$ cat src/rtl/rc5_pkg.sv
// Shared constants, FSM state encoding and storage types for RC5 key expansion.
package rc5_pkg;

  localparam int unsigned WORD_W  = 16;
  localparam int unsigned MAX_T   = 34;
  localparam int unsigned C_WORDS = 8;
  localparam int unsigned IDX_W   = 6;
  localparam int unsigned JDX_W   = 3;
  localparam int unsigned ITER_W  = 7;
  localparam int unsigned ROT_W   = 4;

  localparam logic [WORD_W-1:0] P16 = 16'hB7E1;
  localparam logic [WORD_W-1:0] Q16 = 16'h9E37;

  typedef enum logic [1:0] {
    IDLE,
    INIT,
    MIX,
    FIN
  } state_e;

  typedef logic [WORD_W-1:0] s_array_t [MAX_T];
  typedef logic [WORD_W-1:0] l_array_t [C_WORDS];

endpackage

$ cat src/rtl/rotl.sv
// 16-bit combinational rotate-left by a 4-bit amount.
module rotl (
  input  logic [15:0] din,
  input  logic [3:0]  amt,
  output logic [15:0] dout_c
);

  // Upper half of the doubled word shifted left is the rotated value.
  assign dout_c = 16'(({din, din} << amt) >> 16);

endmodule

$ cat src/rtl/rc5_key_expand.sv
// RC5-16 key schedule: fills S[0..t-1] from a 128-bit key, one table operation per cycle.
module rc5_key_expand
  import rc5_pkg::*;
#(
  parameter int W     = 16,
  parameter int MAX_R = 16
) (
  input  logic         clk,
  input  logic         rst,
  input  logic         start,
  input  logic [4:0]   num_rounds,
  input  logic [127:0] key,
  output logic         busy,
  output logic         done,
  output logic         keys_valid,
  input  logic [5:0]   sk_addr,
  output logic [W-1:0] sk_data
);

  state_e              state_q, state_d;
  s_array_t            s_q, s_d;
  l_array_t            l_q, l_d;
  logic [WORD_W-1:0]   a_q, a_d, b_q, b_d, p_q, p_d;
  logic [IDX_W-1:0]    idx_q, idx_d, t_q, t_d;
  logic [JDX_W-1:0]    j_q, j_d;
  logic [ITER_W-1:0]   iter_q, iter_d, n_q, n_d;
  logic                busy_q, busy_d, done_q, done_d, kv_q, kv_d;
  logic [W-1:0]        sk_data_q, sk_data_d;

  logic [4:0]          r_c;
  logic [IDX_W-1:0]    t_c, tmax_c;
  logic [WORD_W-1:0]   sum_a_c, a_new_c, ab_c, sum_b_c, b_new_c;

  // Round count clamp and derived table size / mix length.
  always_comb begin
    r_c    = (num_rounds > 5'(MAX_R)) ? 5'(MAX_R) : num_rounds;
    t_c    = {r_c, 1'b0} + 6'd2;
    tmax_c = (t_c < 6'(C_WORDS)) ? 6'(C_WORDS) : t_c;
  end

  // One mixing iteration datapath.
  always_comb begin
    sum_a_c = s_q[idx_q] + a_q + b_q;
    ab_c    = a_new_c + b_q;
    sum_b_c = l_q[j_q] + ab_c;
  end

  rotl u_rotl_a (
    .din    (sum_a_c),
    .amt    (4'd3),
    .dout_c (a_new_c)
  );

  rotl u_rotl_b (
    .din    (sum_b_c),
    .amt    (ab_c[ROT_W-1:0]),
    .dout_c (b_new_c)
  );

  always_comb begin
    state_d   = state_q;
    s_d       = s_q;
    l_d       = l_q;
    a_d       = a_q;
    b_d       = b_q;
    p_d       = p_q;
    idx_d     = idx_q;
    j_d       = j_q;
    iter_d    = iter_q;
    t_d       = t_q;
    n_d       = n_q;
    busy_d    = busy_q;
    done_d    = 1'b0;
    kv_d      = kv_q;
    sk_data_d = (sk_addr < 6'(MAX_T)) ? W'(s_q[sk_addr]) : '0;

    unique case (state_q)
      IDLE: begin
        if (start) begin
          for (int unsigned k = 0; k < C_WORDS; k++) begin
            l_d[k] = key[WORD_W*k +: WORD_W];
          end
          t_d     = t_c;
          n_d     = 7'(tmax_c) * 7'd3;
          p_d     = P16;
          idx_d   = '0;
          busy_d  = 1'b1;
          kv_d    = 1'b0;
          state_d = INIT;
        end
      end
      INIT: begin
        s_d[idx_q] = p_q;
        p_d        = p_q + Q16;
        if (idx_q == t_q - 6'd1) begin
          idx_d   = '0;
          j_d     = '0;
          a_d     = '0;
          b_d     = '0;
          iter_d  = '0;
          state_d = MIX;
        end else begin
          idx_d = idx_q + 6'd1;
        end
      end
      MIX: begin
        s_d[idx_q] = a_new_c;
        l_d[j_q]   = b_new_c;
        a_d        = a_new_c;
        b_d        = b_new_c;
        idx_d      = (idx_q + 6'd1 == t_q) ? '0 : idx_q + 6'd1;
        j_d        = j_q + 3'd1;
        iter_d     = iter_q + 7'd1;
        if (iter_q == n_q - 7'd1) begin
          state_d = FIN;
        end
      end
      FIN: begin
        done_d  = 1'b1;
        busy_d  = 1'b0;
        kv_d    = 1'b1;
        state_d = IDLE;
      end
      default: state_d = IDLE;
    endcase
  end

  // Control and datapath registers; reset aborts any expansion in flight.
  always_ff @(posedge clk) begin
    if (!rst) begin
      state_q   <= IDLE;
      a_q       <= '0;
      b_q       <= '0;
      p_q       <= '0;
      idx_q     <= '0;
      j_q       <= '0;
      iter_q    <= '0;
      t_q       <= '0;
      n_q       <= '0;
      busy_q    <= 1'b0;
      done_q    <= 1'b0;
      kv_q      <= 1'b0;
      sk_data_q <= '0;
    end else begin
      state_q   <= state_d;
      a_q       <= a_d;
      b_q       <= b_d;
      p_q       <= p_d;
      idx_q     <= idx_d;
      j_q       <= j_d;
      iter_q    <= iter_d;
      t_q       <= t_d;
      n_q       <= n_d;
      busy_q    <= busy_d;
      done_q    <= done_d;
      kv_q      <= kv_d;
      sk_data_q <= sk_data_d;
    end
  end

  // Subkey table and key words carry no reset.
  always_ff @(posedge clk) begin
    s_q <= s_d;
    l_q <= l_d;
  end

  assign busy       = busy_q;
  assign done       = done_q;
  assign keys_valid = kv_q;
  assign sk_data    = sk_data_q;

endmodule

$ cat config.mk
export PLATFORM = sky130hd
export DESIGN_NAME = rc5_key_expand
export DESIGN_NICKNAME = d
export VERILOG_FILES = /design/src/rtl/rc5_pkg.sv /design/src/rtl/rotl.sv /design/src/rtl/rc5_key_expand.sv
export SDC_FILE = /design/constraint.sdc
export NUM_CORES = 2
export LEC_CHECK = 0
export CAP_MARGIN = 15
export CORE_MARGIN = 2
export CORE_UTILIZATION = 30
export DETAILED_ROUTE_END_ITERATION = 10
export GPL_TIMING_DRIVEN = 1
export SLEW_MARGIN = 10
export SYNTH_ARGS = -nofsm -noshare
export SYNTH_HDL_FRONTEND = slang
export SYNTH_SLANG_ARGS = --single-unit
$ cat constraint.sdc
create_clock -name clk -period 9.2 [get_ports clk]
set_input_delay 2.3 -clock clk [delete_from_list [all_inputs] [get_ports clk]]
set_output_delay 2.3 -clock clk [all_outputs]
set_load 0.03 [all_outputs]
==> flow_summary.ini <==
[run_status]
status = finished clean

[worst_setup_path]
cp-end-kind = flip-flop
required_ns = 9.83
cp.arrival_ns = 9.62
path_common_cell = buf_4
worstSetupPathType = reg -> reg
worstPathMaxFanout = 9
start_kind = flip-flop
slowest_delay_ns = 0.45
cpMaxStageDelayCell = fa_1

[placement]
dp_hpwl_mm = 106.9
gp_congestion = 0.9721
io_buffers = 160
dp_cells = 5558

[routing]
drt_first_pass_iters = 6
wl_per_cell_um = 27.53
vias = 33728
wl_mm = 158.0
drt_iter0_markers = 5084
vias_per_cell = 5.876
drc = 0
ant_nets = 0

[global_routing]
grt_max_degree = 95
grt_pass1_wl_mm = 227.5
grt.total_usage_pct = 21.78
grt.overflow.total = 0
antenna_found_initial = 2
first_global_vias = 32639

[logic_synthesis]
yosys_warnings = 0
synthArstFlopShare_pct = 0
seq_area_frac_synth_pct = 53.62
syn_inst = 3636
yosysUniqueCellTypes = 92
syn_nets = 3857
syn_area_per_cell_sq_um = 11.34
ys_ff_latch = 768
synthFlopType = edfxtp_1
synth_edf_count = 672
synth.cell_area_sq_um = 41210

[cells_and_area]
nets = 4092
final_cell_mix = nor2_1 (707), edfxtp_1 (672), buf_4 (269)
final_common_cell = nor2_1
area_growth_pct = 20.82
instances_no_fill = 5740
drive_gt1_share_pct = 18.76

[die]
die_width_um = 374.7
start_util_pct = 30.09
num_rows = 136
io_pins = 161
fp.dieH_um = 374.7
fp.coreArea_sq_um = 137000
die-area_sq_um = 140400

[timing]
hold_violations = 0
rsz0062_at_grt = yes
relSlewSlack_pct = 20.19
setup_viol = 0
clock_skew_ns = 0.03784
min_period_over_period_pct = 97.73
period_needed_ns = 8.991
max_freq_mhz = 111.2
drv_slew = 0
tightest_slew_ns = 1.193

[clock_network]
h-tree-depth = 3
insertion_delay_ns = 0.71
cts_tree = yes
clock-sinks = 768
clockRootBuffer = clkbuf_16
clk_pin_slew_ns = 0.06
numCtsBuffers = 88
holdBufCountCts = 0
clockBufferDepth = 3

[job]
maxCapViolations = 0

[worst_hold_path]
min_path_type = reg -> reg
[stage by stage]
step | hold WS, ns | utilization, % | cell area, sq um | worst slack, ns | TNS [ns]
floorplan | 0.4526 | - | 41250 | 0.01803 | 0
finish | 0.4874 | 36.35 | 49800 | 0.2090 | 0
detailed placement | 0.4815 | 33.91 | 46460 | -0.1194 | -5.942
CTS | 0.4899 | 36.05 | 49380 | 0.007165 | 0
global route | 0.5216 | 36.35 | 49790 | -0.1281 | -7.082
global placement | 0.4756 | 33.91 | 46460 | 0.002249 | 0
[flip-flops by register name, indices dropped and copies added, names as in the netlist]
name / count
s_q: 544
l_q: 128
a_q: 16
b_q: 16
p_q: 16
sk_data: 16
iter_q: 7
idx_q: 6
n_q: 6
t_q: 5
j_q: 3
state_q: 2
busy: 1
done: 1
keys_valid: 1
[layer usage]
| metal | wire length [um] | vias up | global-route usage [%] |
|---|---|---|---|
| li1 | - | 14283 | - |
| met1 | 62110 | 16684 | 29.34 |
| met3 | 18040 | 392 | 4.843 |
| met5 | 0 | - | 0 |
| met4 | 7299 | 0 | 9.206 |
| met2 | 70560 | 2369 | 33.72 |
[final cells by class]
| type | count | area (sq um) |
|---|---|---|
| antenna | 2 | 5.005 |
| timing repair buffer | 454 | 4085 |
| multi-input combinational | 2473 | 18170 |
| inverter | 86 | 322.8 |
| clock inverter | 55 | 578.1 |
| sequential | 768 | 22110 |
| tap | 1794 | 2245 |
| fill | 13307 | 87190 |
| clock buffer | 108 | 2277 |
[critical path, delay by kind of cell, from the launching register on]
| kind | cells | cell delay (ns) |
|---|---|---|
| XOR/XNOR | 2 | 0.29 |
| buffers and inverters | 7 | 0.99 |
| AO/OA/AOI/OAI | 24 | 4.49 |
| multiplexers | 1 | 0.26 |
| adder cells (fa/ha/maj) | 5 | 1.76 |
| AND/OR/NAND/NOR | 5 | 0.74 |
| flip-flops | 1 | 0.39 |
[cell usage after synthesis, drive strengths merged, types with 59 or more instances]
| library cell | number | area (sq um) |
|---|---|---|
| nor2 | 716 | 2688 |
| edfxtp | 672 | 20180 |
| clkbuf | 266 | 998.5 |
| a22oi | 247 | 1854 |
| nand2 | 149 | 559.3 |
| a21oi | 131 | 678.2 |
| mux2i | 128 | 1331 |
| nor2b | 117 | 732.0 |
| mux4 | 116 | 2613 |
| dfxtp | 96 | 1922 |
| inv | 85 | 319.1 |
| a31o | 84 | 744.5 |
| o22ai | 76 | 475.5 |
| xnor2 | 61 | 560.6 |
| ha | 60 | 750.7 |
| o21ai | 59 | 299.0 |
[repair_timing]
action,CTS,global route
cloned,1,2
setup buffers,2,11
endpoints found under the setup margin,105,144
pin swaps,2,25
resized for setup,5,53
[path summary, 6_finish.rpt]
path,depth (start not counted),end,startpoint,slack [ns]
setup / recovery,44,b_q[5]$_SDFFE_PN0P_,idx_q[0]$_SDFFE_PN0P_,0.21
hold / removal,2,n_q[2]$_SDFFE_PN0P_,n_q[2]$_SDFFE_PN0P_,0.49
setup reg to reg,44,b_q[5]$_SDFFE_PN0P_,idx_q[0]$_SDFFE_PN0P_,0.21
hold reg to reg,2,n_q[2]$_SDFFE_PN0P_,n_q[2]$_SDFFE_PN0P_,0.49
[kinds of logic after synthesis]
| kind of cell | Yosys count | share of synthesized area, % |
|---|---|---|
| AND/OR/NAND/NOR | 1180 | 12.55 |
| AO/OA/AOI/OAI | 879 | 15.85 |
| flip-flops | 768 | 53.62 |
| buffers and inverters | 397 | 3.692 |
| multiplexers | 246 | 9.624 |
| XOR/XNOR | 87 | 1.913 |
| adder cells (fa/ha/maj) | 79 | 2.744 |
Power is not shown: default switching activity piles up to over one toggle a cycle in this logic, so the estimate is an artifact.
